**src/rtl/cs_rst_pkg.sv**
```systemverilog
// Shared types and constants for the cs subsystem reset sequencer.
// Latency: n/a (package only).
// Backpressure: n/a (package only).
package cs_rst_pkg;

    // Sequencer phases: idle, assert/hold, staggered release
    typedef enum logic [1:0] {
        IDLE = 2'd0,
        HOLD = 2'd1,
        REL  = 2'd2
    } state_t;

    // Reset scope: whole subsystem (link/global) or acquisition restart only
    typedef enum logic {
        SC_ALL = 1'b0,
        SC_RUN = 1'b1
    } scope_t;

    // Default channel map; the index is also the release order
    localparam int CH_CS_COM    = 0;
    localparam int CH_MAC       = 1;
    localparam int CH_ADC       = 2;
    localparam int CH_FIFOC     = 3;
    localparam int CH_FIFOD     = 4;
    localparam int CH_MAC2FIFOC = 5;
    localparam int CH_FIFOC2CS  = 6;
    localparam int CH_ADC2FIFOD = 7;
    localparam int CH_FIFOD2MAC = 8;

    localparam int             CS_NUM_CH   = 9;
    // mac and fifoc belong to the link and survive an acquisition restart
    localparam logic [8:0]     CS_RUN_MASK = 9'b111110101;

endpackage

```
**src/rtl/cs_rst_timer.sv**
```systemverilog
// Cycle timer for the reset sequencer: up-counter with clear, hold and terminal flag.
// Latency: tc is combinational from the count register; count updates on the next edge.
// Backpressure: none; the counter holds its value whenever inc is low.
//
// Ports: clk, rst (sync, active-high), clr (zero the count), inc (advance by one),
//        term (terminal value to compare against), tc (count == term).
module cs_rst_timer #(
    parameter int W = 4
) (
    input  logic         clk,
    input  logic         rst,
    input  logic         clr,
    input  logic         inc,
    input  logic [W-1:0] term,
    output logic         tc
);

    logic [W-1:0] cnt;

    always_ff @(posedge clk) begin
        if (rst || clr) begin
            cnt <= '0;
        end else if (inc) begin
            cnt <= cnt + W'(1);
        end
    end

    assign tc = (cnt == term);

endmodule

```
**src/rtl/cs_rst_seq.sv**
```systemverilog
// Reset sequencer: asserts per-domain resets by scope, holds them, then releases in index order.
// Latency: rst_ch updates on the edge a request is sampled; status follows rst_ch with no extra delay.
// Backpressure: none; a new request at any time restarts the sequence, nothing is ever stalled.
//
// Ports: clk, rst (sync, active-high, acts as a held rst_all_req), rst_all_req, rst_run_req,
//        rst_ch[NUM_CH] (registered per-channel resets), busy, run_ready, all_ready.
module cs_rst_seq
    import cs_rst_pkg::*;
#(
    parameter int NUM_CH   = CS_NUM_CH,
    parameter     RUN_MASK = CS_RUN_MASK,
    parameter int HOLD_CYC = 16,
    parameter int STAGGER  = 4
) (
    input  logic              clk,
    input  logic              rst,
    input  logic              rst_all_req,
    input  logic              rst_run_req,
    output logic [NUM_CH-1:0] rst_ch,
    output logic              busy,
    output logic              run_ready,
    output logic              all_ready
);

    localparam int MAX_CYC = (HOLD_CYC > STAGGER) ? HOLD_CYC : STAGGER;
    localparam int CNT_W   = (MAX_CYC > 1) ? $clog2(MAX_CYC) : 1;
    localparam int IDX_W   = (NUM_CH > 1) ? $clog2(NUM_CH) : 1;

    localparam logic [NUM_CH-1:0] RUN_M     = NUM_CH'(RUN_MASK);
    localparam logic [CNT_W-1:0]  HOLD_TERM = CNT_W'(HOLD_CYC - 1);
    localparam logic [CNT_W-1:0]  STAG_TERM = CNT_W'(STAGGER - 1);
    localparam logic [IDX_W-1:0]  LAST_IDX  = IDX_W'(NUM_CH - 1);

    if (NUM_CH < 1 || HOLD_CYC < 1 || STAGGER < 1 || $bits(RUN_MASK) != NUM_CH) begin : g_param_err
        $error("cs_rst_seq: illegal parameter set");
    end

    state_t           state;
    scope_t           scope;
    logic [IDX_W-1:0] idx;

    logic             any_req;
    logic             idx_in_scope;
    logic             idx_last;
    logic             tmr_clr;
    logic             tmr_inc;
    logic             tmr_tc;
    logic [CNT_W-1:0] tmr_term;

    assign any_req      = rst_all_req | rst_run_req;
    assign idx_in_scope = (scope == SC_ALL) || RUN_M[idx];
    assign idx_last     = (idx == LAST_IDX);

    // One timer serves both phases; only the terminal value changes
    assign tmr_term = (state == HOLD) ? HOLD_TERM : STAG_TERM;

    always_comb begin
        tmr_clr = 1'b0;
        tmr_inc = 1'b0;
        if (rst || any_req) begin
            // A request pins the hold count at zero for as long as it is high
            tmr_clr = 1'b1;
        end else begin
            case (state)
                HOLD: begin
                    if (tmr_tc) tmr_clr = 1'b1;
                    else        tmr_inc = 1'b1;
                end
                REL: begin
                    // Out-of-scope channels are skipped in one cycle with the timer parked
                    if (idx_in_scope) begin
                        if (tmr_tc) tmr_clr = 1'b1;
                        else        tmr_inc = 1'b1;
                    end
                end
                default: ;
            endcase
        end
    end

    cs_rst_timer #(
        .W    (CNT_W)
    ) u_timer (
        .clk  (clk),
        .rst  (rst),
        .clr  (tmr_clr),
        .inc  (tmr_inc),
        .term (tmr_term),
        .tc   (tmr_tc)
    );

    always_ff @(posedge clk) begin
        if (rst) begin
            rst_ch <= '1;
            state  <= HOLD;
            scope  <= SC_ALL;
            idx    <= '0;
        end else if (any_req) begin
            // OR in the new set: channels already held stay held, released ones re-assert
            rst_ch <= rst_ch | (rst_all_req ? {NUM_CH{1'b1}} : RUN_M);
            state  <= HOLD;
            idx    <= '0;
            // An ALL sequence in flight is never narrowed by a later RUN request
            if (rst_all_req || (state != IDLE && scope == SC_ALL)) scope <= SC_ALL;
            else                                                 scope <= SC_RUN;
        end else begin
            case (state)
                HOLD: begin
                    if (tmr_tc) begin
                        state <= REL;
                        idx   <= '0;
                    end
                end
                REL: begin
                    if (!idx_in_scope || tmr_tc) begin
                        if (idx_in_scope) rst_ch[idx] <= 1'b0;
                        if (idx_last) state <= IDLE;
                        else          idx   <= idx + IDX_W'(1);
                    end
                end
                IDLE: ;
                default: state <= IDLE;
            endcase
        end
    end

    assign busy      = (state != IDLE);
    assign run_ready = ~|(rst_ch & RUN_M);
    assign all_ready = ~|rst_ch;

endmodule

```
**config.mk**
```make
export PLATFORM = sky130hd
export DESIGN_NAME = cs_rst_seq
export DESIGN_NICKNAME = d
export VERILOG_FILES = /design/src/rtl/cs_rst_pkg.sv /design/src/rtl/cs_rst_timer.sv /design/src/rtl/cs_rst_seq.sv
export SDC_FILE = /design/constraint.sdc
export NUM_CORES = 1
export LEC_CHECK = 0
export ABC_CLOCK_PERIOD_IN_PS = 2740
export CAP_MARGIN = 40
export CORE_ASPECT_RATIO = 1.5
export CORE_MARGIN = 2
export CORE_UTILIZATION = 45
export CTS_CLUSTER_DIAMETER = 30
export DETAILED_ROUTE_END_ITERATION = 7
export PLACE_DENSITY_LB_ADDON = 0.1
export SYNTH_ARGS = -nofsm -noshare
export SYNTH_HDL_FRONTEND = slang
export SYNTH_SLANG_ARGS = --single-unit
```
**constraint.sdc**
```tcl
create_clock -name clk -period 2.74 [get_ports clk]
set_input_delay 0.411 -clock clk [delete_from_list [all_inputs] [get_ports clk]]
set_output_delay 0.411 -clock clk [all_outputs]
set_load 0.02 [all_outputs]
```
==> flow_summary.toml, run 1 <==
[place]
place.gp.congestion = 0.868
io_buffers = 15
dp_hpwl_mm = 1.78
place_worst_setup_slack_ns = 0.371

[power]
ir_drop_v = 0.000278
p_leak_uw = 0.000488
finalPower_uw = 469
power_density_mw_per_mm2 = 366

[drt]
ant_nets = 0
via_per_inst = 5.75
drtIter0Drc = 18
drt_first_pass_iters = 4
dr_total_vias = 954
drc = 0
finalWirelength_mm = 2.27
wl_per_cell_um = 13.7

[floorplanning]
dieArea_mm2 = 0.00283
row_count = 21
die_w_um = 44.1
initial_core_util_pct = 48.1
io-pin-count = 16
dieHeight_um = 64.2
core_region_area_mm2 = 0.00226

[cells_and_area]
n_fill_cell = 222
final_cell_mix = "dfxtp_1 (21), nand2_1 (17), clkdlybuf4s50_1 (15), inv_1 (10)"
diodes = 0
drive_gt1_share_pct = 10.5
final_common_cell = "dfxtp_1"
area_growth_pct = 17.8
nets = 156

[yosys]
synth.distinct_cells = 38
ys_seq_area_share_pct = 38.7
synthesis.area_mm2 = 0.00109
syn_nets = 139
synth_edf_count = 0
synth_top_cells_by_area = "dfxtp_1 (39%), ha_1 (9.2%), nand2_1 (5.9%), a21oi_1 (3.7%), inv_1 (3.5%)"
async_flop_share_pct = 0
ys.warnings.count = 0
syn_inst = 127
postSynthAreaPerCell_um2 = 8.56
ys_ff_latch = 21
synth-main-ff-cell = "dfxtp_1"
synth_top_area_cell = "dfxtp_1"
synth_top_area_share_pct = 38.7

[hold_path]
hold_depth = 2
hp-class = "register to register"

[grt]
grt_pass1_vias = 881
antenna_found_initial = 0
grt_pass1_wl_mm = 3.91
globalRouteOverflowTotal = 0
grt_max_degree = 13
track_usage_pct = 17.6

[setup_path]
path_class = "register to output pin"
worstRegToRegCells = 7
worst_setup_path_end_kind = "output pin"
crit_arrival_ns = 2.21
critPathMaxFanout = 3
required_ns = 2.33
cp-start-kind = "register"

[timing]
setup_slack_ns = 0.123
slew_headroom_pct = 66.3
tns_ns = 0
final-hold-violation-count = 0
period_minus_slack_ns = 2.62
rsz0062_at_grt = "no"
fmax_ghz = 0.382
setup_viol = 0
fin_skew_ns = 0.00645
tightest_slew_ns = 0.501
maxSlewViolCount = 0
timing.final.crit_share_pct = 95.5

[clock_tree]
cts.sinks = 21
insertion_delay_ns = 0.30
cts_tree = "built"
cts_buffers = 3
cts_max_path_buffers = 2
root_buffer = "clkbuf_4"
htree_levels = 1
path_clk_slew_ns = 0.12

[job]
drv_cap = 0

[outcome]
status = "completed"
==> timing repair <==
| item | 4_1_cts | 5_1_grt |
|---|---|---|
| endpoints found under the hold margin | 0 | 0 |
| gates resized for setup | 0 | 1 |
| hold buffers | 0 | 0 |
| setup endpoints to repair | 0 | 1 |
| setup buffers | 0 | 0 |
==> Yosys cell counts (2+ instances only) <==
master / n
dfxtp_1: 21
nand2_1: 17
inv_1: 10
a21oi_1: 8
ha_1: 8
nor2_1: 6
nand3_1: 5
o21ai_0: 5
nor3_1: 4
buf_2: 3
o2111ai_1: 3
o21ai_1: 3
or3_1: 3
mux2i_1: 2
nand3b_1: 2
nor3b_1: 2
nor4_1: 2
o211ai_1: 2
or4_1: 2
==> final timing paths <==
check | from | endpoint | slack, ns
setup / recovery | rst_ch[2] | all_ready | 0.12
setup reg to reg | state[1] | register | 0.52
hold / removal | rst_ch[2] | rst_ch[2] | 0.47
hold reg to reg | rst_ch[2] | rst_ch[2] | 0.47
==> logic make-up (layout without fill, tap and decap cells) <==
group / Yosys count / after routing / synth area share [%]
AOI/OAI and AO/OA: 27 / 27 / 16.3
xor gates and xnor gates: 1 / 1 / 0.806
adders and majority gates: 8 / 8 / 9.21
buffers and inverters: 14 / 30 / 5.87
DFF: 21 / 21 / 38.7
muxes: 2 / 2 / 1.84
and+or+nand+nor: 54 / 54 / 27.3
==> registers in the layout (all words and copies together), names as in the netlist, named ones only <==
| signal | count |
|---|---|
| state | 2 |
| idx | 4 |
| scope | 1 |
| u_timer.cnt | 4 |
| rst_ch | 9 |
==> critical path, cell delays in order (launching register included) <==
cell and delay [ns]:
dfxtp_1 0.34, or4_1 0.55, nor4_2 0.18, nor3b_1 0.22
clkdlybuf4s50_1 0.63
==> power by group <==
part           switching (uW)  internal (uW)  total (uW)  leakage, uW
Sequential              0.677            306         307     0.000170
Clock                    93.3           54.3         148    0.0000177
Combinational            7.88           6.80        14.7     0.000301
Total                     102            367         469     0.000488
==> through the flow <==
stage	hold slack, ns	area (um^2)	cells	utilization [%]
6_report	0.474	1280	166	56.7
5_1_grt	0.489	1280	166	56.7
4_1_cts	0.481	1270	166	56.4
3_5_place_dp	0.462	1250	162	55.2
3_3_place_gp	0.450	1250	162	55.2
2_1_floorplan	0.440	1090	127	-
==> routing by layer <==
metal / share of wire [%] / track usage [%]
met5: 0 / 0
met4: 0.62 / 3.41
met3: 2.6 / 1.69
met2: 56 / 33.5
met1: 41 / 20.3
==> final cells by class <==
cell class / count / area (um^2) / area share (%)
clock buffer: 3 / 22.5 / 1.76
timing repair buffer: 16 / 158 / 12.3
clock inverter: 1 / 5.00 / 0.391
sequential: 21 / 420 / 32.8
inverter: 10 / 37.5 / 2.93
tap: 23 / 28.8 / 2.25
multi-input combinational: 92 / 609 / 47.6
No activity file was read; power rests on OpenSTA's default activity.
==> run 2, diff against run 1 <==
--- a/config.mk
+++ b/config.mk
@@ -9,7 +9,8 @@
 export CAP_MARGIN = 40
 export CORE_ASPECT_RATIO = 1.5
 export CORE_MARGIN = 2
-export CORE_UTILIZATION = 45
+export CORE_UTILIZATION = 50
+export CTS_BUF_LIST = sky130_fd_sc_hd__clkbuf_4 sky130_fd_sc_hd__clkbuf_8 sky130_fd_sc_hd__clkbuf_16
 export CTS_CLUSTER_DIAMETER = 30
 export DETAILED_ROUTE_END_ITERATION = 7
 export PLACE_DENSITY_LB_ADDON = 0.1
==> flow_summary.toml, run 2 (same netlist as run 1, synthesis figures left out) <==
[drt]
dr_total_vias = 962
drtIter0Drc = 29
wl_per_cell_um = 13.9
finalWirelength_mm = 2.29
drt_first_pass_iters = 4
drc = 0
via_per_inst = 5.83
ant_nets = 0

[timing]
setup_viol = 0
slew_headroom_pct = 64.1
tightest_slew_ns = 0.533
rsz0062_at_grt = "no"
fmax_ghz = 0.413
timing.final.crit_share_pct = 88.4
tns_ns = 0
fin_skew_ns = 0.00642
final-hold-violation-count = 0
period_minus_slack_ns = 2.42
maxSlewViolCount = 0
hold_slack_ns = 0.476

[place]
io_buffers = 15
place.gp.congestion = 0.906
dp_hpwl_mm = 1.77
placed_cells = 161
placed_area_mm2 = 0.00125

[cells_and_area]
reg_top3 = "rst_ch x9, idx x4, u_timer.cnt x4"
largest_reg_flops = 9
diodes = 0
final_common_cell = "dfxtp_1"
fin_area_mm2 = 0.00128
top_register = "rst_ch"
n_fill_cell = 189
area_growth_pct = 18.2
drive_gt1_share_pct = 10.5
final_cell_mix = "dfxtp_1 (21), nand2_1 (17), clkdlybuf4s50_1 (14), inv_1 (10)"
instances_no_fill = 165
final_core_util_pct = 62.6
nets = 156

[job]
drv_cap = 0

[power]
switching_share_pct = 21.1
ir_drop_v = 0.000221
p_comb_share_pct = 3.0
p_leak_uw = 0.000508
pwr-share-clk_pct = 33.1
internal_power_uw = 379
switching_power_uw = 101
seqPwrFrac_pct = 63.8
power_density_mw_per_mm2 = 374

[grt]
grt_pass1_vias = 901
grt_pass1_wl_mm = 3.74
antenna_found_initial = 0
grt_max_degree = 12
globalRouteOverflowTotal = 0
track_usage_pct = 19.0

[clock_tree]
root_buffer = "clkbuf_4"
insertion_delay_ns = 0.30
path_clk_slew_ns = 0.12
cts_hold_buf = 0
cts_max_path_buffers = 2
cts_buffers = 3
htree_levels = 1
cts_tree = "built"
cts_resized = 0
cts_post_setup_buffers_inserted = 0
cts.sinks = 21

[setup_path]
cp-start-kind = "register"
worstRegToRegCells = 7
crit_arrival_ns = 2.01
required_ns = 2.33
worst_setup_path_end_kind = "output pin"
reg2reg_slack_ns = 0.53
path_class = "register to output pin"
r2r_start = "state[1]"
critPathMaxFanout = 3

[floorplanning]
row_count = 20
die_w_um = 42.1
core_region_area_mm2 = 0.00205
io-pin-count = 16
dieArea_mm2 = 0.00257
initial_core_util_pct = 53.0
dieHeight_um = 61.1

[outcome]
status = "completed"

[hold_path]
hold_depth = 2
hp-start = "state[0]"
hold_end = "state[0]"
hp-class = "register to register"
==> run 2: changes by cell type in the layout (fill, tap and decap cells not counted) <==
cell and change:
clkbuf_4 +1, clkdlybuf4s50_1 -1, clkinv_2 -1, dlymetal6s2s_1 +1
==> run 2: area by class of cell <==
class,instances,area [um^2],share of cell area [%]
clock buffers,4,30.0,2.34
inverters,10,37.5,2.92
multi-input cells,92,609,47.4
flip-flops and latches,21,420,32.7
well taps,22,27.5,2.14
repair buffers,16,160,12.5
==> run 2: worst max-delay path by stage <==
| stage | startpoint | end | slack [ns] | depth (start not counted) |
|---|---|---|---|---|
| finish | rst_ch[2] | run_ready | 0.32 | 3 |
| global route | rst_ch[2] | run_ready | 0.16 | 3 |
| CTS | rst_ch[2] | all_ready | 0.06 | 4 |
| detailed placement | rst_ch[2] | all_ready | 0.40 | 4 |
| floorplan | rst_ch[2] | all_ready | 0.14 | 3 |
| global placement | rst_ch[2] | all_ready | 0.39 | 4 |
==> run 2: stage by stage <==
step                      power [uW]  setup WS, ns
after CTS                        481        0.0585
after global routing             497         0.161
final                            481         0.317
after floorplan                  319         0.142
after detailed placement         328         0.403
after global placement           328         0.392
==> run 2: worst max-delay path, stage by stage (launching register included) <==
cell	delay, ns
dfxtp_1	0.34
or4_1	0.55
nor4_2	0.17
clkdlybuf4s50_1	0.65
==> run 2: per-layer routing <==
layer  global-route usage [%]  vias up  part of all wire, %
li1                         -      485                    -
met5                        0        -                    0
met1                     19.1      448                   41
met2                     37.7       21                   52
met4                     11.6        0                  3.9
met3                     1.76        8                  2.4
==> run 2: power by group through the flow <==
stage          clock network (uW)  logic [uW]  registers [uW]
2_1_floorplan                   0        5.75             313
5_1_grt                       174        15.8             307
3_3_place_gp                    0        14.4             314
4_1_cts                       160        14.6             307
3_5_place_dp                    0        14.6             314
6_report                      159        14.6             307
==> run 3, diff against run 2 <==
--- a/config.mk
+++ b/config.mk
@@ -7,7 +7,6 @@
 export LEC_CHECK = 0
 export ABC_CLOCK_PERIOD_IN_PS = 2740
 export CAP_MARGIN = 40
-export CORE_ASPECT_RATIO = 1.5
 export CORE_MARGIN = 2
 export CORE_UTILIZATION = 50
 export CTS_BUF_LIST = sky130_fd_sc_hd__clkbuf_4 sky130_fd_sc_hd__clkbuf_8 sky130_fd_sc_hd__clkbuf_16
==> flow_summary.toml, run 3 (same netlist as run 1, synthesis figures left out) <==
[clock_tree]
cts_tree = "built"
cts.sinks = 21
htree_levels = 1
path_clk_slew_ns = 0.11
root_buffer = "clkbuf_4"
cts_max_path_buffers = 2
insertion_delay_ns = 0.31
cts_buffers = 3

[drt]
drtIter0Drc = 27
drc = 0
drt_first_pass_iters = 6
via_per_inst = 5.59
finalWirelength_mm = 2.20
dr_total_vias = 950
ant_nets = 0
wl_per_cell_um = 12.9

[grt]
grt_pass1_vias = 862
grt_pass1_wl_mm = 3.71
track_usage_pct = 19.0
globalRouteOverflowTotal = 0
antenna_found_initial = 0
grt_max_degree = 13

[setup_path]
path_cells = "or4_1 -> nor4_1 -> clkdlybuf4s50_1"
required_ns = 2.33
worst_setup_path_end_kind = "output pin"
crit_arrival_ns = 2.06
path_class = "register to output pin"
critPathMaxFanout = 3
cp-start-kind = "register"
cp_slowest_stage_delay_ns = 0.66
cp_slowest_cell = "clkdlybuf4s50_1"
critical_path_buf_inv_count = 1
crit_family = "simple AND/OR/NAND/NOR gates"

[power]
switching_power_uw = 102
pwr-share-clk_pct = 31.5
seqPwrFrac_pct = 65.4
finalPower_uw = 469
p_leak_uw = 0.000507
p_comb_share_pct = 3.1
internal_power_uw = 367
ir_drop_v = 0.000315
switching_share_pct = 21.7
power_density_mw_per_mm2 = 366

[cells_and_area]
nets = 156
largest_reg_flops = 9
diodes = 0
final_core_util_pct = 64.1
final_cell_mix = "dfxtp_1 (21), nand2_1 (17), clkdlybuf4s50_1 (14), inv_1 (10)"
drive_gt1_share_pct = 9.79
reg_top3 = "rst_ch x9, idx x4, u_timer.cnt x4"
final_common_cell = "dfxtp_1"
area_growth_pct = 18.0
n_fill_cell = 178
top_register = "rst_ch"

[floorplanning]
initial_core_util_pct = 54.3
core_region_area_mm2 = 0.00200
io-pin-count = 16
dieArea_mm2 = 0.00256
die_w_um = 50.6
dieHeight_um = 50.6
row_count = 16

[hold_path]
hp-class = "register to register"

[timing]
tightest_slew_ns = 0.497
setup_slack_ns = 0.266
tns_ns = 0
fin_skew_ns = 0.00932
timing.final.crit_share_pct = 90.3
period_minus_slack_ns = 2.47
final-hold-violation-count = 0
maxSlewViolCount = 0
setup_viol = 0
hold_slack_ns = 0.473
slew_headroom_pct = 66.5
rsz0062_at_grt = "no"
fmax_ghz = 0.404

[place]
dp_hpwl_mm = 1.69
place.gp.congestion = 0.854
io_buffers = 15
place_worst_setup_slack_ns = 0.416

[job]
drv_cap = 0

[outcome]
status = "completed"
run 3: repair_timing:
action / in CTS / in global routing
buffers inserted: 0 / 0
hold buffers: 0 / 0
setup endpoints to repair: 0 / 1
gates resized for setup: 0 / 1
run 3: final cells by class:
cell class	instances	area [um^2]	share of cell area [%]
Inverter	10	37.5	2.93
Sequential cell	21	420	32.8
Timing Repair Buffer	16	160	12.5
Tap cell	27	33.8	2.63
Clock buffer	3	22.5	1.76
Clock inverter	1	5.00	0.390
Multi-Input combinational cell	92	603	47.0
run 3: worst paths after layout:
kind / start / endpoint / slack, ns / cells past startpoint
worst min-delay path: rst_ch[2] / rst_ch[2] / 0.47 / 2
worst max-delay path: rst_ch[2] / run_ready / 0.27 / 3
worst min register to register: rst_ch[2] / rst_ch[2] / 0.47 / 2
worst max register to register: state[1] / register / 0.51 / 7
run 3: routing by layer:
layer,share of wire (%),GRT usage (%)
met5,0,0
met4,1.3,6.76
met3,6.1,2.98
met2,47,30.7
met1,46,25.7
run 3: worst min-delay path, stage by stage (launching register included):
cell	delay, ns
dfxtp_1	0.33
o41ai_1	0.06
nand2_1	0.05
run 3: through the flow:
stage	instances	instance area (um^2)
floorplan	127	1090
global placement	166	1250
detailed placement	166	1250
CTS	170	1280
global route	170	1280
finish	170	1280
run 3: power by group through the flow:
stage / combinational, uW / sequential, uW / clock, uW
finish: 14.6 / 307 / 148
global route: 15.9 / 307 / 165
CTS: 14.7 / 307 / 151
detailed placement: 14.5 / 314 / 0
global placement: 14.4 / 314 / 0
floorplan: 5.75 / 313 / 0
